[src/rtl/step_pkg.sv]
// Shared definitions for the DE2 push-button input blocks:
// FSM state encoding, default timing parameters and counter sizing helpers.
package step_pkg;

    typedef enum logic [1:0] {
        ST_IDLE       = 2'd0,
        ST_PRESS_DB   = 2'd1,
        ST_HELD       = 2'd2,
        ST_RELEASE_DB = 2'd3
    } step_state_e;

    localparam int unsigned DEF_DEBOUNCE_CYCLES = 32'd1000000;
    localparam int unsigned DEF_REPEAT_DELAY    = 32'd25000000;
    localparam int unsigned DEF_REPEAT_PERIOD   = 32'd5000000;

    // Bits needed to hold values 0 .. n-1 (at least one bit).
    function automatic int unsigned cnt_width(input int unsigned n);
        return (n < 32'd2) ? 32'd1 : $clog2(n);
    endfunction

    function automatic int unsigned max_u(input int unsigned a, input int unsigned b);
        return (a > b) ? a : b;
    endfunction

endpackage

[src/rtl/sync_2ff.sv]
// Two-flop synchronizer for one asynchronous level into the CLOCK_50 domain.
module sync_2ff (
    input  logic CLOCK_50,
    input  logic clr,
    input  logic d,
    output logic q
);

    logic meta_q, meta_d;
    logic sync_q, sync_d;

    // Next-state of the two synchronizer stages.
    always_comb begin
        meta_d = d;
        sync_d = meta_q;
    end

    // Synchronizer stage registers with synchronous clear.
    always_ff @(posedge CLOCK_50) begin
        if (clr) begin
            meta_q <= 1'b0;
            sync_q <= 1'b0;
        end else begin
            meta_q <= meta_d;
            sync_q <= sync_d;
        end
    end

    assign q = sync_q;

endmodule

[src/rtl/step_pulse_gen.sv]
// Debounced push-button to single-cycle step pulse, with optional auto-repeat
// while held and a wrapping count of issued steps.
module step_pulse_gen
    import step_pkg::*;
#(
    parameter int unsigned DEBOUNCE_CYCLES = DEF_DEBOUNCE_CYCLES,
    parameter int unsigned REPEAT_DELAY    = DEF_REPEAT_DELAY,
    parameter int unsigned REPEAT_PERIOD   = DEF_REPEAT_PERIOD
) (
    input  logic       CLOCK_50,
    input  logic       clr,
    input  logic       btn_raw,
    input  logic       rep_en,
    output logic       step,
    output logic       btn_level,
    output logic [7:0] step_count
);

    localparam int unsigned CNT_W = cnt_width(DEBOUNCE_CYCLES);
    localparam int unsigned RT_W  = cnt_width(max_u(REPEAT_DELAY, REPEAT_PERIOD));

    localparam logic [CNT_W-1:0] CNT_ONE  = CNT_W'(32'd1);
    localparam logic [CNT_W-1:0] CNT_LAST = CNT_W'(DEBOUNCE_CYCLES - 32'd1);
    localparam logic [RT_W-1:0]  RT_ONE   = RT_W'(32'd1);
    localparam logic [RT_W-1:0]  RT_FIRST = RT_W'((REPEAT_DELAY > 32'd0) ? REPEAT_DELAY - 32'd1 : 32'd0);
    localparam logic [RT_W-1:0]  RT_NEXT  = RT_W'((REPEAT_PERIOD > 32'd0) ? REPEAT_PERIOD - 32'd1 : 32'd0);

    logic s;

    sync_2ff u_sync (
        .CLOCK_50 (CLOCK_50),
        .clr      (clr),
        .d        (btn_raw),
        .q        (s)
    );

    step_state_e      state_q, state_d;
    logic [CNT_W-1:0] cnt_q, cnt_d;
    logic [RT_W-1:0]  rt_q, rt_d;
    logic             phase_q, phase_d;
    logic             step_q, step_d;
    logic             level_q, level_d;
    logic [7:0]       count_q, count_d;

    // Next-state and output logic of the press/hold/release FSM.
    always_comb begin
        state_d = state_q;
        cnt_d   = cnt_q;
        rt_d    = rt_q;
        phase_d = phase_q;
        step_d  = 1'b0;
        level_d = level_q;
        count_d = count_q;

        case (state_q)
            ST_IDLE: begin
                cnt_d = '0;
                if (s) begin
                    state_d = ST_PRESS_DB;
                end else begin
                    state_d = ST_IDLE;
                end
            end
            ST_PRESS_DB: begin
                if (!s) begin
                    state_d = ST_IDLE;
                    cnt_d   = '0;
                end else if (cnt_q == CNT_LAST) begin
                    state_d = ST_HELD;
                    level_d = 1'b1;
                    step_d  = 1'b1;
                    rt_d    = '0;
                    phase_d = 1'b0;
                end else begin
                    cnt_d = cnt_q + CNT_ONE;
                end
            end
            // rt only advances while the button is seen held, so a rejected
            // release glitch delays the repeat cadence instead of resetting it.
            ST_HELD: begin
                if (!s) begin
                    state_d = ST_RELEASE_DB;
                    cnt_d   = '0;
                end else if (!rep_en) begin
                    rt_d    = '0;
                    phase_d = 1'b0;
                end else if (rt_q == (phase_q ? RT_NEXT : RT_FIRST)) begin
                    step_d  = 1'b1;
                    rt_d    = '0;
                    phase_d = 1'b1;
                end else begin
                    rt_d = rt_q + RT_ONE;
                end
            end
            ST_RELEASE_DB: begin
                if (s) begin
                    state_d = ST_HELD;
                end else if (cnt_q == CNT_LAST) begin
                    state_d = ST_IDLE;
                    level_d = 1'b0;
                end else begin
                    cnt_d = cnt_q + CNT_ONE;
                end
            end
            default: begin
                state_d = ST_IDLE;
                cnt_d   = '0;
                rt_d    = '0;
                phase_d = 1'b0;
                level_d = 1'b0;
            end
        endcase

        if (step_d) begin
            count_d = count_q + 8'd1;
        end else begin
            count_d = count_q;
        end
    end

    // State and output registers; clr overrides everything, including a due step.
    always_ff @(posedge CLOCK_50) begin
        if (clr) begin
            state_q <= ST_IDLE;
            cnt_q   <= '0;
            rt_q    <= '0;
            phase_q <= 1'b0;
            step_q  <= 1'b0;
            level_q <= 1'b0;
            count_q <= 8'd0;
        end else begin
            state_q <= state_d;
            cnt_q   <= cnt_d;
            rt_q    <= rt_d;
            phase_q <= phase_d;
            step_q  <= step_d;
            level_q <= level_d;
            count_q <= count_d;
        end
    end

    assign step       = step_q;
    assign btn_level  = level_q;
    assign step_count = count_q;

endmodule
[config.mk]
export PLATFORM = sky130hd
export DESIGN_NAME = step_pulse_gen
export DESIGN_NICKNAME = d
export VERILOG_FILES = /design/src/rtl/step_pkg.sv /design/src/rtl/sync_2ff.sv /design/src/rtl/step_pulse_gen.sv
export SDC_FILE = /design/constraint.sdc
export NUM_CORES = 1
export LEC_CHECK = 0
export ABC_AREA = 1
export CORE_MARGIN = 5
export CORE_UTILIZATION = 37
export CTS_CLUSTER_SIZE = 28
export DETAILED_ROUTE_END_ITERATION = 16
export SYNTH_ARGS = -nofsm -noshare
export SYNTH_HDL_FRONTEND = slang
export SYNTH_HIERARCHICAL = 1
export SYNTH_SLANG_ARGS = --single-unit
export TNS_END_PERCENT = 50
[constraint.sdc]
create_clock -name CLOCK_50 -period 4.5 [get_ports CLOCK_50]
set_clock_uncertainty 0.15 [all_clocks]
set_input_delay 1.125 -clock CLOCK_50 [delete_from_list [all_inputs] [get_ports CLOCK_50]]
set_output_delay 1.125 -clock CLOCK_50 [all_outputs]
set_load 0.005 [all_outputs]
==> Word-level counts from Yosys, hierarchy flattened <==
Cells that the tools add are included.
Widths: inputs -> output; s select.
{ "classes": {"n_mul": 0, "n_eq_ne": 14, "add_sub_neg": 3, "n_reduce_logical": 8, "n_mux": 35, "shift": 0, "bitwise": 0, "div_mod_pow": 0, "magnitude_cmp": 0} }
{ "op_table": {"columns": ["op", "count"], "rows": [
  ["$mux 25", 6],
  ["$mux 20", 4],
  ["$pmux 20 s4", 1],
  ["$pmux 25 s2", 1],
  ["$add 25x1->25 const B", 1],
  ["$eq 25x25->1", 1],
  ["$add 20x1->20 const B", 1],
  ["$eq 20x20->1 const B", 1],
  ["$mux 1", 14],
  ["$mux 2", 5],
  ["$reduce_and 5->1", 2],
  ["$add 8x1->8 const B", 1],
  ["$ne 2x2->1 const B", 4],
  ["$pmux 2 s4", 1],
  ["$ne 3x3->1 const B", 2],
  ["$pmux 1 s2", 3],
  ["$eq 2x2->1 const B", 2],
  ["$ne 2x1->1 const B", 2],
  ["$reduce_and 4->1", 1],
  ["$reduce_bool 2->1", 2],
  ["$ne 3x2->1 const B", 1],
  ["$reduce_and 3->1", 1],
  ["$eq 2x1->1 const B", 1],
  ["$logic_not 2->1", 1],
  ["$reduce_and 2->1", 1]
]} }
{ "totals": {"in_bits": 4, "latchBits": 0, "output_inout_bits": 10, "ff_bits": 60, "romBits": 0, "wordCells": 69, "memories": 0, "ramBits": 0} }

==> Depth between registers and ports, before layout <==
Gate-level depths: netlist of the first run.
{ "logic_depth": {"word_depth": 6, "ltp_mapped": 12, "ltp_nobuf": 12} }

==> Hierarchy <==
Netlist of the first run, hierarchy kept.
{ "by_module_without_submodules": {"columns": ["mod", "instances", "cells_per_inst", "seq_area_each_um2", "area_per_inst_um2"], "rows": [
  ["step_pulse_gen", 1, 538, 1161.1, 3445.8],
  ["sync_2ff", 1, 6, 40.0, 55.1]
]} }

==> Worst setup path after synthesis of the first run <==
OpenSTA, ideal clock, no wires.
{ "synth_timing": {"kind": "input -> register", "start": "in rep_en", "end": "reg rt_q[15]", "path_buffers": 1, "cell_stages": 7, "path_slack_ns": 2.427, "arrival_time_ns": 1.859, "setup_time_ns": 0.064, "required_ns": 4.286, "path_cell_list": "nand2_1 -> inv_1 -> nand2_1 -> a21oi_2 -> buf_2 -> nand2_1 -> nor2_1"} }
{ "synth_via": {"elab_chain_cells": 3} }
{ "synth_lines": {"columns": ["element", "line_no", "source"], "rows": [
  ["start, declared", "step_pulse_gen.sv:13", "input logic rep_en,"],
  ["$mux 25", "step_pulse_gen.sv:84", "end else if (!rep_en) begin"],
  ["$mux 25", "step_pulse_gen.sv:81", "if (!s) begin"],
  ["$pmux 25 s2", "step_pulse_gen.sv:55", "case (state_q)"],
  ["end signal, assigned", "step_pulse_gen.sv:134", "rt_q <= rt_d;"],
  ["end, declared", "step_pulse_gen.sv:39", "logic [RT_W-1:0] rt_q, rt_d;"]
]} }
Every way passes these cells. The select of a mux whose other input is x is not followed.
A chain may end at the register's enable or synchronous reset.

==> out/qor.yml, run 1 <==
detailed_routing:
  dr.pass1.iters: 4
  drc: 0
  drt_wl_total_um: 7900
  dr.first_iter.drc_count: 141
  routedWlPerCell_um: 11.4
  antenna_left: 0
  routed-via-count: 3305
  drt-vias-per-instance: 4.76
power_and_ir_drop:
  cellPowerDensity_mw_per_mm2: 294
  power.share.combinational_pct: 1.6
  seqPwrFrac_pct: 45.6
  p_int_w: 0.000936
  p_leak_nw: 1.64
  ir_worst_vdd_v: 0.000134
  switching_power_w: 0.000235
  swShare_pct: 20.0
  clkPwrFrac_pct: 52.8
clock_tree:
  hold_buffers: 0
  cts_tree: "yes"
  cts_root_buf: "clkbuf_8"
  cts_made_buffers: 9
  post_cts_buffers: 0
  post_cts_resized: 0
  clk_latency_ns: 0.34
  cts_sinks: 60
  cts_max_path_buffers: 2
  path_clk_slew_ns: 0.07
  htree_num_levels: 3
sta:
  setup_tns_ns: 0
  hold_slack_ns: 0.257
  tightest_slew_ns: 0.669
  rsz0062_at_grt: "false"
  clock.fmax_ghz: 0.366
  finalCritPeriodShare_pct: 60.7
  relSlewSlack_pct: 55.4
  period_needed_ns: 2.73
  setup_viol_count_final: 0
  final_max_slew_viol_count: 0
  finalHoldViolations: 0
placement:
  place_congestion: 0.872
  port-buffer-count: 13
  place_hpwl_um: 5800
  placed_area_sq_mm: 0.00373
finish:
  diodes: 0
  drive_gt1_share_pct: 7.61
  final_area_sq_mm: 0.00398
  syn2layout_area_growth_pct: 13.7
  fin_nets: 571
setup_path:
  worstSetupEndpoint: "cnt_q[15]$_SDFFE_PP0P_"
  worstSetupPathType: "input pin to flip-flop"
  ff2ff_setup_slack_ns: 1.96
  rr_startpoint: "cnt_q[0]$_SDFFE_PP0P_"
  crit_fanout: 11
  reg2reg_depth: 8
  startpoint: "clr"
  startpoint_type: "input pin"
  cp.required_ns: 4.57
  worstReg2RegEnd: "rt_q[12]$_SDFFE_PP0P_"
  arrival_ns: 2.81
  end_kind: "flip-flop"
floorplanning:
  initial_utilization_pct: 37.9
  dieArea_sq_mm: 0.0115
  fp.dieH_um: 107
  core_area_sq_mm: 0.00924
  pin_count: 14
  rows: 35
  dieWidth_um: 107
yosys:
  netlist_instances: 544
  synth_nets: 555
  ys_seq_area_share_pct: 34.3
  synthXorXnorAreaFrac_pct: 2.00
  synthDistinctLibCells: 37
  yosysWarnings: 6
  synthAdderAreaFrac_pct: 2.50
  synthSimpleGateAreaFrac_pct: 42.1
  synthMuxAreaShare_pct: 0
  synth_area_leaders: "dfxtp_1 34%, nand2_1 13%, nor2_1 9.2%"
  synth_top_family_by_area: "simple AND/OR/NAND/NOR gates"
  synth_top_area_share_pct: 34.3
  syn_area_sq_mm: 0.00350
  ys_ff_latch: 60
  synth_compound_area_share_pct: 7.90
  synth_area_leader_cell: "dfxtp_1"
  synth_area_per_cell_sq_um: 6.44
global_route:
  grt_remaining_overflow: 0
  grt_max_degree: 31
  grt_usage_pct: 14.7
  use_met2_pct: 24.2
  met3_usage_pct: 3.60
  top_usage_layer: "met2"
  antenna_found_initial: 0
  grt_pass1_vias: 3082
  grt_use_met1_pct: 18.9
  grt_pass1_wl_um: 13900
worst_hold_path:
  whs_path_depth: 2
  holdCritPathClass: "flip-flop to flip-flop"
status:
  status: "finished clean"
run:
  cap_violations: 0
-- logic make-up after synthesis --
group                      count (synthesis)
buffers and inverters                     94
DFF                                       60
adders and majority gates                  7
and+or+nand+nor                          324
AOI/OAI and AO/OA                         51
xor gates and xnor gates                   8
-- cells in the mapped netlist --
cell type and n:
a21o_1 2, buf_4 2, clkbuf_1 1, nand3_1 50, nor2_2 5, a21oi_1 24
nand4_1 26, or2_0 1, nand2_1 121, ha_1 7, a21boi_1 1, buf_1 2
nand3b_1 1, xnor2_1 2, dfxtp_1 60, nor4_1 1, inv_1 80, nor3b_1 2
nor3_2 4, o21ai_1 2, o21bai_1 2, nor2_1 86, a31oi_1 2, and3_1 2
nand2_2 6, nand4_2 1, nor3_1 13, nor2_4 4, buf_12 1, buf_8 1
a21oi_2 1, xor2_1 6, o21ai_0 16, inv_2 5, or2_2 1, buf_2 2
o21a_1 1
-- routing by layer --
metal  vias to the layer above  share of wire (%)
li1                       1772                  -
met1                      1468                 50
met2                        52                 45
met3                        13                3.7
met4                         0                1.3
met5                         -                  0
-- cells in the final DEF, fill, tap and decap left out, drive strengths merged --
cell type | synthesis | final
a21boi | 1 | 1
clkdlybuf4s50 | 0 | 13
nand4 | 27 | 27
nor3b | 2 | 2
xor2 | 6 | 6
buf | 8 | 1
dfxtp | 60 | 60
o21bai | 2 | 2
ha | 7 | 7
inv | 85 | 85
clkbuf | 1 | 12
nand3b | 1 | 1
nor3 | 17 | 17
nand2 | 127 | 127
o21a | 1 | 1
o21ai | 18 | 18
or2 | 2 | 2
bufinv | 0 | 3
a31oi | 2 | 2
nor4 | 1 | 1
nor2 | 95 | 95
xnor2 | 2 | 2
a21o | 2 | 2
clkinv | 0 | 1
and3 | 2 | 2
a21oi | 25 | 25
nand3 | 50 | 50
-- worst max-delay path, stage by stage --
cell             delay, ns
clkdlybuf4s50_1       0.63
inv_1                 0.26
o21ai_1               0.34
inv_2                 0.19
o21ai_0               0.16
a21boi_1              0.11
-- flip-flops by register name, indices dropped and copies added (netlist names), named ones only --
| signal | flops |
|---|---|
| rt_q | 25 |
| cnt_q | 20 |
| step_count | 8 |
| btn_level | 1 |
| phase_q | 1 |
| state_q | 1 |
| step | 1 |
| u_sync/meta_q | 1 |
| u_sync/q | 1 |
-- worst min-delay path by stage --
stage,from,end,slack (ns)
5_1_grt,u_sync/meta_q$_SDFF_PP0_,u_sync/q$_SDFF_PP0_,0.29
4_1_cts,u_sync/meta_q$_SDFF_PP0_,u_sync/q$_SDFF_PP0_,0.27
3_3_place_gp,u_sync/meta_q$_SDFF_PP0_,u_sync/q$_SDFF_PP0_,0.26
3_5_place_dp,u_sync/meta_q$_SDFF_PP0_,u_sync/q$_SDFF_PP0_,0.26
6_report,u_sync/meta_q$_SDFF_PP0_,u_sync/q$_SDFF_PP0_,0.26
2_1_floorplan,u_sync/meta_q$_SDFF_PP0_,u_sync/q$_SDFF_PP0_,0.24
-- power by group through the flow --
stage           logic, W  registers [W]  clock network (W)
2_1_floorplan  0.0000126       0.000545                  0
3_3_place_gp   0.0000190       0.000546                  0
3_5_place_dp   0.0000193       0.000546                  0
4_1_cts        0.0000194       0.000533           0.000637
5_1_grt        0.0000214       0.000534           0.000663
6_report       0.0000190       0.000534           0.000618
-- through the flow --
step	std cells	utilization, %	power, W	setup slack, ns
final	694	43.1	0.00117	1.77
after global routing	694	43.1	0.00122	1.66
after CTS	694	43.1	0.00119	1.76
after detailed placement	678	40.4	0.000565	1.39
after global placement	678	40.4	0.000565	1.48
after floorplan	544	-	0.000557	2.43
-- area by class of cell --
cell class | instances | area (sq um)
clock buffer | 12 | 155
clock inverter | 4 | 95.1
inverter | 85 | 319
sequential | 60 | 1200
multi-input combinational | 390 | 1910
fill | 985 | 5260
timing repair buffer | 14 | 138
tap | 129 | 161
No activity file was read; power rests on OpenSTA's default activity.
==> run 2: changes to the inputs <==
clock period = 2.3 ns   (was 4.5 ns; I/O delays follow)
==> run 2 against run 1 <==
Against the previous run: hold slack better by 0.015 ns; wire length up 2.3%; non-clock buffer count up 9; utilization about the same; combinational power up 120%; sequential share of layout area about the same; critical path depth up 4; register-to-register slack worse by 1.7 ns; clock power up 31%; flip-flop and latch count unchanged; clock-buffer cell count unchanged.
==> out/qor.yml, run 2 (synthesized netlist as in run 1, its figures left out) <==
clock_tree:
  cts_tree: "yes"
  clk_latency_ns: 0.34  # about the same
  hold_buffers: 0  # unchanged
  post_cts_buffers: 0  # unchanged
  cts_made_buffers: 9  # unchanged
  cts_max_path_buffers: 2  # unchanged
  path_clk_slew_ns: 0.07  # about the same
  htree_num_levels: 3  # unchanged
  cts_root_buf: "clkbuf_8"
  cts_sinks: 60  # unchanged
finish:
  top_register: "rt_q"
  drive_gt1_share_pct: 8.71  # +1.1 points
  final_common_cell: "nand2_1"
  fin_nets: 580  # +1.6%
  largest_reg_flops: 25  # unchanged
  syn2layout_area_growth_pct: 13.5  # about the same
  final_util_pct: 43.0  # about the same
  fin_cells: 703  # +1.3%
  fillers: 981  # -0.41%
  diodes: 0  # unchanged
  layout_common_cells: "121 x nand2_1, 86 x nor2_1, 80 x inv_1"
detailed_routing:
  dr.first_iter.drc_count: 153  # +8.5%
  dr.pass1.iters: 5  # +1
  drt-vias-per-instance: 4.81  # +0.96%
  drt_wl_total_um: 8090  # +2.3%
  drc: 0  # unchanged
  routedWlPerCell_um: 11.5  # +1.0%
  routed-via-count: 3380  # +2.3%
  antenna_left: 0  # unchanged
floorplanning:
  initial_utilization_pct: 37.9  # unchanged
  core_area_sq_mm: 0.00924  # unchanged
  pin_count: 14  # unchanged
  rows: 35  # unchanged
  dieArea_sq_mm: 0.0115  # unchanged
  dieWidth_um: 107  # unchanged
  fp.dieH_um: 107  # unchanged
global_route:
  grt_usage_pct: 15.0  # +0.30 points
  antenna_found_initial: 0  # unchanged
  grt_pass1_wl_um: 14000  # +1.2%
  grt_pass1_vias: 3040  # -1.4%
  grt_remaining_overflow: 0  # unchanged
  grt_max_degree: 16  # -48%
placement:
  placedCellCount: 687  # +1.3%
  port-buffer-count: 13  # unchanged
  place_hpwl_um: 6010  # +3.6%
  place_congestion: 0.869  # -0.32%
setup_path:
  rr_startpoint: "cnt_q[0]$_SDFFE_PP0P_"
  ff2ff_setup_slack_ns: 0.26  # -1.70 ns
  startpoint: "cnt_q[0]$_SDFFE_PP0P_"
  startpoint_type: "flip-flop"
  end_kind: "flip-flop"
  crit_fanout: 15  # +4
  worstSetupPathType: "flip-flop to flip-flop"
  arrival_ns: 2.17  # -0.64 ns
  cp.required_ns: 2.42  # -2.15 ns
  worstReg2RegEnd: "rt_q[21]$_SDFFE_PP0P_"
  reg2reg_depth: 10  # +2
sta:
  rsz0062_at_grt: "false"
  clock.fmax_ghz: 0.489
  final_max_slew_viol_count: 0  # unchanged
  finalHoldViolations: 0  # unchanged
  setup_tns_ns: 0  # unchanged
  finalCritPeriodShare_pct: 88.9
  period_needed_ns: 2.04
  tightest_slew_ns: 0.372  # -0.297 ns
  relSlewSlack_pct: 75.2  # +20 points
  setup_viol_count_final: 0  # unchanged
  hold_slack_ns: 0.272  # +0.0148 ns
power_and_ir_drop:
  ir_worst_vdd_v: 0.000231  # +73%
  p_leak_nw: 1.65  # +0.23%
  finalPower_w: 0.00190  # +62%
  cellPowerDensity_mw_per_mm2: 477  # +62%
run:
  cap_violations: 0  # unchanged
worst_hold_path:
  worstHoldStart: "u_sync/meta_q$_SDFF_PP0_"
  whs_path_depth: 2  # unchanged
  hold_end: "u_sync/q$_SDFF_PP0_"
  holdCritPathClass: "flip-flop to flip-flop"
status:
  status: "finished clean"
[run 2: changes by cell type in the layout (fill, tap and decap cells not counted), sizes merged]
| cell | delta |
|---|---|
| clkinv | +2 |
| bufinv | -3 |
| buf | +9 |
| clkinvlp | +1 |
[run 2: worst max-delay path, stage by stage (launching register included)]
cell and delay (ns):
dfxtp_1 0.41, ha_1 0.21, nand3_1 0.12, nor2_2 0.21, nand4_2 0.19, nand2_4 0.17, buf_12 0.16, nand4_1 0.13
nand2_1 0.09, nand2_1 0.05, nor2_1 0.09
[run 2: worst max-delay path by stage]
stage	endpoint	slack [ns]	depth (start not counted)
final	rt_q[21]$_SDFFE_PP0P_	0.26	10
after global routing	rt_q[21]$_SDFFE_PP0P_	0.01	10
after CTS	rt_q[21]$_SDFFE_PP0P_	0.18	10
after detailed placement	rt_q[14]$_SDFFE_PP0P_	0.16	8
after global placement	step_count[1]$_SDFFE_PP0P_	0.19	8
after floorplan	cnt_q[12]$_SDFFE_PP0P_	0.46	9
[run 2: layout make-up]
cell class	instances	area (sq um)	area share, %
tap	129	161	4.06
sequential	60	1200	30.2
timing repair buffer	23	218	5.48
multi-input combinational	390	1910	48.2
inverter	85	319	8.03
clock inverter	4	26.3	0.661
clock buffer	12	135	3.40
[run 2: power by group]
part,total (W),internal [W],switching (W)
Clock,0.000810,0.000390,0.000420
Sequential,0.00104,0.00104,0.00000300
Combinational,0.0000415,0.0000148,0.0000267
Total,0.00190,0.00145,0.000450
[run 2: repair_timing]
item	CTS	global route
hold endpoints to repair	0	0
endpoints found under the setup margin	0	5
resized for setup	0	2
[run 2: through the flow]
step | setup WS, ns | instance area (sq um)
floorplan | 0.460 | 3500
global placement | 0.189 | 3810
detailed placement | 0.158 | 3810
CTS | 0.176 | 3970
global route | 0.0139 | 3980
finish | 0.256 | 3980
[run 2: layer usage]
metal	wire, um	global-route usage [%]	up-vias
li1	-	-	1791
met1	4020	20.6	1512
met2	3640	23.6	70
met3	361	3.96	7
met4	67	3.29	0
met5	0	0	-
==> run 3: changes to the inputs <==
CTS_CLUSTER_DIAMETER = 200   (was not set)
==> results of run 3 <==
The final DEF is identical to that of run 2; final timing and power are the same.
